## config.mk

```make
export PLATFORM = sky130hd
export DESIGN_NAME = aline_fire_sequencer
export DESIGN_NICKNAME = d
export VERILOG_FILES = /design/src/rtl/aline_fire_sequencer.sv
export SDC_FILE = /design/constraint.sdc
export NUM_CORES = 1
export LEC_CHECK = 0
export BUFFER_PORTS_ARGS = -buffer_cell sky130_fd_sc_hd__clkbuf_2
export CAP_MARGIN = 20
export CORE_MARGIN = 4
export CORE_UTILIZATION = 50
export CTS_CLUSTER_SIZE = 14
export DETAILED_ROUTE_END_ITERATION = 10
export PLACE_DENSITY_LB_ADDON = 0.3
export SKIP_CTS_REPAIR_TIMING = 1
export SLEW_MARGIN = 40
export SYNTH_ARGS = -nofsm -noshare
export SYNTH_HDL_FRONTEND = slang
export SYNTH_SLANG_ARGS = --single-unit
```

## constraint.sdc

```tcl
create_clock -name clk -period 7.7 [get_ports clk]
set_input_delay 1.54 -clock clk [delete_from_list [all_inputs] [get_ports clk]]
set_output_delay 1.54 -clock clk [all_outputs]
set_load 0.01 [all_outputs]
```

## src/rtl/aline_fire_sequencer.sv

```systemverilog
// A-line transmit sequencer: fetches per-channel delays for the current A-line,
// snapshots the configuration, then plays pulse_shape on each enabled channel
// offset by that channel's delay.
module aline_fire_sequencer #(
  parameter int unsigned NUM_CH  = 8,
  parameter int unsigned DELAY_W = 16,
  parameter int unsigned ADDR_W  = 5,
  parameter int unsigned SHAPE_W = 32
) (
  input  logic                      clk,
  input  logic                      rst,
  input  logic                      trigger,
  input  logic                      intaking_configs,
  input  logic [NUM_CH-1:0]         channel_select,
  input  logic [ADDR_W-1:0]         aline_select,
  input  logic [SHAPE_W-1:0]        pulse_shape,
  input  logic [NUM_CH*DELAY_W-1:0] delay_data,
  output logic [ADDR_W-1:0]         rd_addr,
  output logic [NUM_CH-1:0]         pulse_out,
  output logic [ADDR_W-1:0]         which_aline,
  output logic                      busy,
  output logic                      aline_done,
  output logic                      trig_missed
);

  // One extra bit so t can reach max delay + SHAPE_W without wrapping.
  localparam int unsigned TW = DELAY_W + 1;
  localparam logic [TW-1:0] ShapeLen = TW'(SHAPE_W);

  typedef enum logic [2:0] {StIdle, StFetch, StLatch, StFire, StDone} state_e;

  state_e                    state_q, state_d;
  logic [TW-1:0]             t_q, t_d;
  logic [ADDR_W-1:0]         rd_addr_q, rd_addr_d;
  logic [ADDR_W-1:0]         which_q, which_d;
  logic [NUM_CH-1:0]         pulse_q, pulse_d;
  logic [NUM_CH-1:0]         mask_q, mask_d;
  logic [SHAPE_W-1:0]        shape_q, shape_d;
  logic [NUM_CH*DELAY_W-1:0] dly_q, dly_d;
  logic [DELAY_W-1:0]        maxd_q, maxd_d;
  logic                      missed_q, missed_d;

  logic [NUM_CH-1:0]         sel_mask;
  logic [SHAPE_W-1:0]        sel_shape;
  logic [NUM_CH*DELAY_W-1:0] sel_dly;
  logic [TW-1:0]             t_next;
  logic [NUM_CH-1:0]         bits_next;
  logic [DELAY_W-1:0]        latch_maxd;
  logic [TW-1:0]             end_t;

  // Bit-generator sources: the first FIRE cycle is computed during LATCH from the live
  // inputs being snapshotted; every later cycle uses the snapshot.
  always_comb begin
    if (state_q == StLatch) begin
      sel_mask  = channel_select;
      sel_shape = pulse_shape;
      sel_dly   = delay_data;
      t_next    = '0;
    end else begin
      sel_mask  = mask_q;
      sel_shape = shape_q;
      sel_dly   = dly_q;
      t_next    = t_q + 1'b1;
    end
  end

  // Largest delay among enabled channels, captured with the snapshot.
  always_comb begin
    latch_maxd = '0;
    for (int i = 0; i < NUM_CH; i++) begin
      if (channel_select[i] && (delay_data[i*DELAY_W +: DELAY_W] > latch_maxd)) begin
        latch_maxd = delay_data[i*DELAY_W +: DELAY_W];
      end
    end
  end

  // Per-channel transmit bit for time t_next: shape[SHAPE_W-1-(t-d)] inside the window.
  always_comb begin
    bits_next = '0;
    for (int i = 0; i < NUM_CH; i++) begin
      logic [TW-1:0]      d_ext;
      logic [TW-1:0]      k;
      logic [SHAPE_W-1:0] sh;
      d_ext = {1'b0, sel_dly[i*DELAY_W +: DELAY_W]};
      k     = t_next - d_ext;
      sh    = sel_shape << k;
      if (sel_mask[i] && (t_next >= d_ext) && (k < ShapeLen)) begin
        bits_next[i] = sh[SHAPE_W-1];
      end
    end
  end

  assign end_t = {1'b0, maxd_q} + ShapeLen;

  // Next-state and register updates for the fire FSM.
  always_comb begin
    state_d   = state_q;
    t_d       = t_q;
    rd_addr_d = rd_addr_q;
    which_d   = which_q;
    pulse_d   = '0;
    mask_d    = mask_q;
    shape_d   = shape_q;
    dly_d     = dly_q;
    maxd_d    = maxd_q;
    missed_d  = trigger && (intaking_configs || (state_q != StIdle));

    unique case (state_q)
      StIdle: begin
        if (trigger && !intaking_configs) begin
          state_d   = StFetch;
          rd_addr_d = which_q;
        end
      end
      StFetch: begin
        if (intaking_configs) begin
          state_d = StIdle;
          which_d = '0;
        end else begin
          state_d = StLatch;
        end
      end
      StLatch: begin
        if (intaking_configs) begin
          state_d = StIdle;
          which_d = '0;
        end else begin
          mask_d  = channel_select;
          shape_d = pulse_shape;
          dly_d   = delay_data;
          maxd_d  = latch_maxd;
          t_d     = '0;
          if (channel_select == '0) begin
            state_d = StDone;
          end else begin
            state_d = StFire;
            pulse_d = bits_next;
          end
        end
      end
      StFire: begin
        if (intaking_configs) begin
          state_d = StIdle;
          which_d = '0;
        end else if (t_next == end_t) begin
          state_d = StDone;
        end else begin
          t_d     = t_next;
          pulse_d = bits_next;
        end
      end
      StDone: begin
        state_d = StIdle;
        t_d     = '0;
        which_d = (which_q >= aline_select) ? '0 : which_q + 1'b1;
      end
      default: begin
        state_d = StIdle;
      end
    endcase
  end

  // State and datapath registers, asynchronously cleared.
  always_ff @(posedge clk or posedge rst) begin
    if (rst) begin
      state_q   <= StIdle;
      t_q       <= '0;
      rd_addr_q <= '0;
      which_q   <= '0;
      pulse_q   <= '0;
      mask_q    <= '0;
      shape_q   <= '0;
      dly_q     <= '0;
      maxd_q    <= '0;
      missed_q  <= 1'b0;
    end else begin
      state_q   <= state_d;
      t_q       <= t_d;
      rd_addr_q <= rd_addr_d;
      which_q   <= which_d;
      pulse_q   <= pulse_d;
      mask_q    <= mask_d;
      shape_q   <= shape_d;
      dly_q     <= dly_d;
      maxd_q    <= maxd_d;
      missed_q  <= missed_d;
    end
  end

  assign rd_addr     = rd_addr_q;
  assign pulse_out   = pulse_q;
  assign which_aline = which_q;
  assign busy        = (state_q != StIdle);
  assign aline_done  = (state_q == StDone);
  assign trig_missed = missed_q;

endmodule

```

Word-level counts from Yosys, hierarchy flattened
Cells that the tools add are included.
{"block": "word_totals", "regBits": 223, "latch_bits": 0, "ram_bits": 0, "mem_bits_ro": 0, "in_bits": 177, "output_inout_bits": 21, "word_cells": 144, "memories": 0}
{"block": "classes", "addsub": 11, "multipliers": 0, "div": 0, "order_cmp": 25, "n_eq_ne": 11, "n_shift": 8, "muxes": 39, "bitwise_logic": 1, "reduce_logical": 39}
{"cell": "$shl A32 B17 Y32", "count": 8}
{"cell": "$ge A17 B16 Y1", "count": 8}
{"cell": "$lt A17 B6 Y1 const B", "count": 8}
{"cell": "$sub A17 B16 Y17", "count": 8}
{"cell": "$mux W128", "count": 1}
{"cell": "$mux W16", "count": 8}
{"cell": "$gt A16 B16 Y1", "count": 7}
{"cell": "$mux W17", "count": 4}
{"cell": "$pmux W17 S3", "count": 1}
{"cell": "$mux W8", "count": 5}
{"cell": "$mux W32", "count": 1}
{"cell": "$logic_and A1 B1 Y1", "count": 26}
{"cell": "$add A16 B6 Y17 const B", "count": 1}
{"cell": "$add A17 B1 Y17 const B", "count": 1}
{"cell": "$eq A17 B17 Y1", "count": 1}
{"cell": "$gt A16 B1 Y1 const B", "count": 1}
{"cell": "$pmux W8 S2", "count": 1}
{"cell": "$mux W3", "count": 5}
{"cell": "$pmux W3 S4", "count": 1}
{"cell": "$mux W5", "count": 2}
{"cell": "$pmux W5 S2", "count": 1}
{"cell": "$logic_not A8 Y1", "count": 1}
{"cell": "$mux W1", "count": 8}
{"cell": "$ne A2 B2 Y1 const B", "count": 4}
{"cell": "17 further kinds", "count": 22}

Logic depth before layout (Yosys ltp)
{"block": "depth", "ltp_word": 24, "ltp_mapped": 102, "ltp_nobuf": 92}

Worst setup path after synthesis
No wires, ideal clock.
{"block": "synth_timing", "kind": "input to register", "start": "in channel_select[0]", "end": "reg maxd_q[0]", "setup_time_ns": 0.137, "arrival_ns": 16.826, "required_time_ns": 7.563, "setup_slack_ns": -9.263, "cell_stages": 99, "n_path_buf": 10, "cell_sequence": "clkbuf_1 inv_1 a41oi_1 nand2_1 ha_1 nand4_1 nor4_1 a21boi_1 o31a_4 clkbuf_1 clkbuf_1 nand2_1 o21ai_0 inv_1 ha_1 a211oi_1 o21bai_1 a221oi_1 (+63 left out) mux2i_1 inv_1 ha_1 nor2b_1 o21a_1 o21ai_0 nand2b_1 a21oi_1 nor2b_1 o21ai_0 nand2b_1 a21oi_1 o31ai_1 nand3_1 clkbuf_1 or3_1 o21ai_0 a21oi_1"}
{"block": "synth_between", "elab_chain_cells": 23}
{"item": "start, declared", "line_no": "14", "source": "input logic [NUM_CH-1:0] channel_select,"}
{"item": "$logic_and A1 B1 Y1 *", "line_no": "71", "source": "if (channel_select[i] && (delay_data[i*DELAY_W +: DELAY_W] > latch_maxd)) begin"}
{"item": "$mux W16 *", "line_no": "71"}
{"item": "$gt A16 B16 Y1", "line_no": "71"}
{"item": "$logic_and A1 B1 Y1", "line_no": "71"}
{"item": "$mux W16 *", "line_no": "71"}
{"item": "$gt A16 B16 Y1", "line_no": "71"}
{"item": "$logic_and A1 B1 Y1", "line_no": "71"}
{"item": "$mux W16 *", "line_no": "71"}
{"item": "(+7 left out)"}
{"item": "$logic_and A1 B1 Y1", "line_no": "71"}
{"item": "$mux W16 *", "line_no": "71"}
{"item": "$gt A16 B16 Y1", "line_no": "71"}
{"item": "$logic_and A1 B1 Y1", "line_no": "71"}
{"item": "$mux W16 *", "line_no": "71"}
{"item": "$gt A16 B16 Y1", "line_no": "71"}
{"item": "$logic_and A1 B1 Y1", "line_no": "71"}
{"item": "$mux W16 *", "line_no": "71"}
{"item": "end signal, assigned", "line_no": "185", "source": "maxd_q <= maxd_d;"}
{"item": "end, declared", "line_no": "40", "source": "logic [DELAY_W-1:0] maxd_q, maxd_d;"}
Mark *: on every way between the ends. The rest lies on a longest branch, timed or not.
A chain may end at the register's enable or synchronous reset.

Worst setup path after layout
{"block": "layout_timing", "start": "in delay_data[6]", "end": "reg maxd_q[3]"}
{"block": "layout_between", "elab_chain_cells": 24}
{"item": "start, declared", "line_no": "17", "source": "input logic [NUM_CH*DELAY_W-1:0] delay_data,"}
{"item": "$gt A16 B1 Y1", "line_no": "71"}
{"item": "$logic_and A1 B1 Y1", "line_no": "71"}
{"item": "$mux W16 *", "line_no": "71"}
{"item": "$gt A16 B16 Y1", "line_no": "71"}
{"item": "$logic_and A1 B1 Y1", "line_no": "71"}
{"item": "$mux W16 *", "line_no": "71"}
{"item": "$gt A16 B16 Y1", "line_no": "71"}
{"item": "$logic_and A1 B1 Y1", "line_no": "71"}
{"item": "(+8 left out)"}
{"item": "$logic_and A1 B1 Y1", "line_no": "71"}
{"item": "$mux W16 *", "line_no": "71"}
{"item": "$gt A16 B16 Y1", "line_no": "71"}
{"item": "$logic_and A1 B1 Y1", "line_no": "71"}
{"item": "$mux W16 *", "line_no": "71"}
{"item": "$gt A16 B16 Y1", "line_no": "71"}
{"item": "$logic_and A1 B1 Y1", "line_no": "71"}
{"item": "$mux W16 *", "line_no": "71"}
Marks and branches as above.

==> impl_metrics.yaml <==
sta:
  relSlewSlack_pct: 38.6
  finalWorstSetupSlack_ns: -8.06
  tns_ns: -127.53
  fin_hold_ws_ns: 0.473
  fin_crit_sh_pct: 205
  worst_clock_skew_ns: 0.0275
  worstMarginPinSlew_ns: 0.915
  fmax_mhz: 63.4
  timing.final.crit_period_ns: 15.76
  hold_violations: 0
  unrepaired_setup_endpoints_after_global_routing: "true"
  setup_viol: 16
  final_max_slew_viol_count: 0
floorplanning:
  core_area_um2: 44500
  die-height_um: 221
  die-area_um2: 48700
  floorplan.rows: 77
  overall_die_width_um: 221
  floorplan.initialDensity_pct: 50.8
  top_level_pins: 198
final_layout:
  post_route_cell_area_um2: 28700
  area.growth.synth_to_final_pct: 26.9
  final_net_count: 3636
  diodes_inserted: 0
  post_layout_nonfiller_instances: 3825
  share_of_final_layout_standard_cells_stronger_than_drive_strength_1_pct: 27.7
setup_path:
  cp_slowest_stage_delay_ns: 0.44
  timing.critical_path.required_ns: 8.19
  critical_path.most_common_cell: "a21oi_2"
  critical_path.n_buffers_inverters: 10
  crit_path_top_delay_cell: "a311o_2"
  cp_top_family: "compound AO/OA/AOI/OAI gates"
  critPathArrivalTime_ns: 16.25
  crit_type: "in -> reg"
  critical_path_fanouts_max: 8
  kind_of_end_point_of_the_critical_path: "flop"
  start_kind: "input port"
detailed_routing:
  post-route-drc-count: 0
  dr.first_iter.drc_count: 2222
  route.detailed.vias_per_inst: 5.99
  drt-wirelength-per-cell_um: 21.5
  finalWirelength_um: 82200
  route.antenna.remaining_nets: 0
  num_vias: 22900
  drt_pass1_iterations: 6
placement:
  pre_cts_slack_ns: -8.99
  detailed_place.area_um2: 26300
  dp.cells: 3722
  dp_hpwl_um: 60800
  numPortBuffers: 197
  gp_congestion: 0.941
grt:
  gr-total-overflow: 0
  first_global_vias: 22100
  grt_use_met3_pct: 6.03
  largest_net_degree_at_the_start_of_global_routing: 108
  met2_capacity_usage_during_global_routing_pct: 53.9
  grt_usage_pct: 32.1
  antenna_found_initial: 1
  grt-busiest-layer: "met2"
  globalRouteMet1Util_pct: 41.4
  first_pass_grt_wire_length_um: 123000
cts:
  clock_insertion_delay_worst_skew_ns: 0.61
  cts_tree: "yes"
  ctsHtreeMaxLevel: 1
  cts_made_buffers: 29
  clockBufferDepth: 3
  clkSlewWorstSetupHoldPaths_ns: 0.06
  cts_root_cell: "clkbuf_16"
  cts.sinks: 223
power:
  cellPowerDensity_nw_per_um2: 388
  leakage_nw: 14.3
  vdd.ir_drop.worst_mv: 0.247
synth:
  synth_top_area_cell: "dfrtp_1"
  synth_cells: 2763
  synth_seq_cells: 223
  yosys.area.top_type_share_pct: 24.7
  syn_area_um2: 22600
  synth_top_cells_by_count: "nand2_1 (698), ha_1 (239), dfrtp_1 (223)"
  postSynthNetCount: 3187
  synth_async_sr_flop_share_pct: 100
  number_of_enable_flip_flop_cells_after_synthesis: 0
  yosys-top-cells-area: "dfrtp_1 (25%), ha_1 (13%), nand2_1 (12%)"
  synth_sequential_area_ratio_pct: 24.7
  post-synth-top-count-cell: "nand2_1"
  yosys.cell_types.count: 76
  yosysWarnings: 0
  synthFlopType: "dfrtp_1"
  synth_area_per_cell_um2: 8.19
outcome:
  violations_in_the_final_reports: "setup timing"
  status: "complete, but fails checks"
run:
  max_cap_viol_count: 0
min_path:
  hold_class: "reg -> reg"
==> registers in the layout (all words and copies together) (netlist names) <==
name and cells:
dly_q 128, shape_q 32, t_q 17, maxd_q 16, mask_q 8, pulse_out 8, rd_addr 5, which_aline 5
state_q 3, trig_missed 1
==> worst min-delay path: stages (launching register included) <==
cell and delay (ns):
dfrtp_1 0.34, nand2_1 0.05, nand2_1 0.05
==> path summary, 6_finish.rpt <==
check / start / to / slack [ns] / cells after the start
setup / recovery: delay_data[6] / maxd_q[3]$_DFFE_PP0P_ / -8.06 / 85
min in group asynchronous: rst / dly_q[119]$_DFFE_PP0P_ / 1.03 / 2
setup reg to reg: state_q[1]$_DFFE_PP0P_ / pulse_out[5]$_DFF_PP0_ / 1.85 / 23
max in group asynchronous: rst / dly_q[30]$_DFFE_PP0P_ / 5.51 / 3
hold reg to reg: dly_q[54]$_DFFE_PP0P_ / dly_q[54]$_DFFE_PP0P_ / 0.47 / 2
hold / removal: dly_q[54]$_DFFE_PP0P_ / dly_q[54]$_DFFE_PP0P_ / 0.47 / 2
==> logic make-up after synthesis <==
kind of cell / share of synthesized area (%)
AND/OR/NAND/NOR: 20.8
flip-flops: 24.7
adder cells (fa/ha/maj): 14.0
AO/OA/AOI/OAI: 14.1
buffers and inverters: 4.84
XOR/XNOR: 4.91
multiplexers: 16.7
==> layout by cell type (no fill, tap or decap), drive strengths merged, types with 20 or more instances in the layout <==
cell and count:
nand2 700, buf 326, ha 239, clkbuf 231, dfrtp 223, o21ai 183, inv 177, a21oi 164
mux2i 149, nor2 120, xnor2 86, mux4 80, nand4 59, a21o 57, xor2 41, mux2 41
nor4 30, nor3 29, nand2b 25, or3 24, and2 24, nor2b 20, nand3 20
==> per-stage QoR <==
step                utilization [%]  power [mW]
floorplan                         -        7.16
global placement               59.0        8.91
detailed placement             59.1        9.13
CTS                            61.5        10.7
global route                   64.5        11.8
finish                         64.5        11.1
==> layer usage <==
metal,part of all wire (%),routed length [um],vias to the layer above
met3,8.1,6700,243
li1,-,-,10600
met5,0.015,12,-
met1,40,32900,11000
met4,4.7,3880,2
met2,47,38700,987
==> power by group <==
part           switching [mW]  total [mW]  internal, mW  leakage [nW]
Combinational            4.05        7.72          3.67          11.0
Clock                   0.599        1.52         0.923         0.508
Sequential              0.273        1.90          1.63          2.82
==> final cells by class <==
class                           instances  area [um2]
Multi-Input combinational cell       2257       17100
Fill cell                            3758       15800
Sequential cell                       223        5580
Timing Repair Buffer                  524        3600
Clock buffer                           33         771
Tap cell                              592         741
Inverter                              177         677
Clock inverter                         19         285
Power figures use the tool's default switching activity.
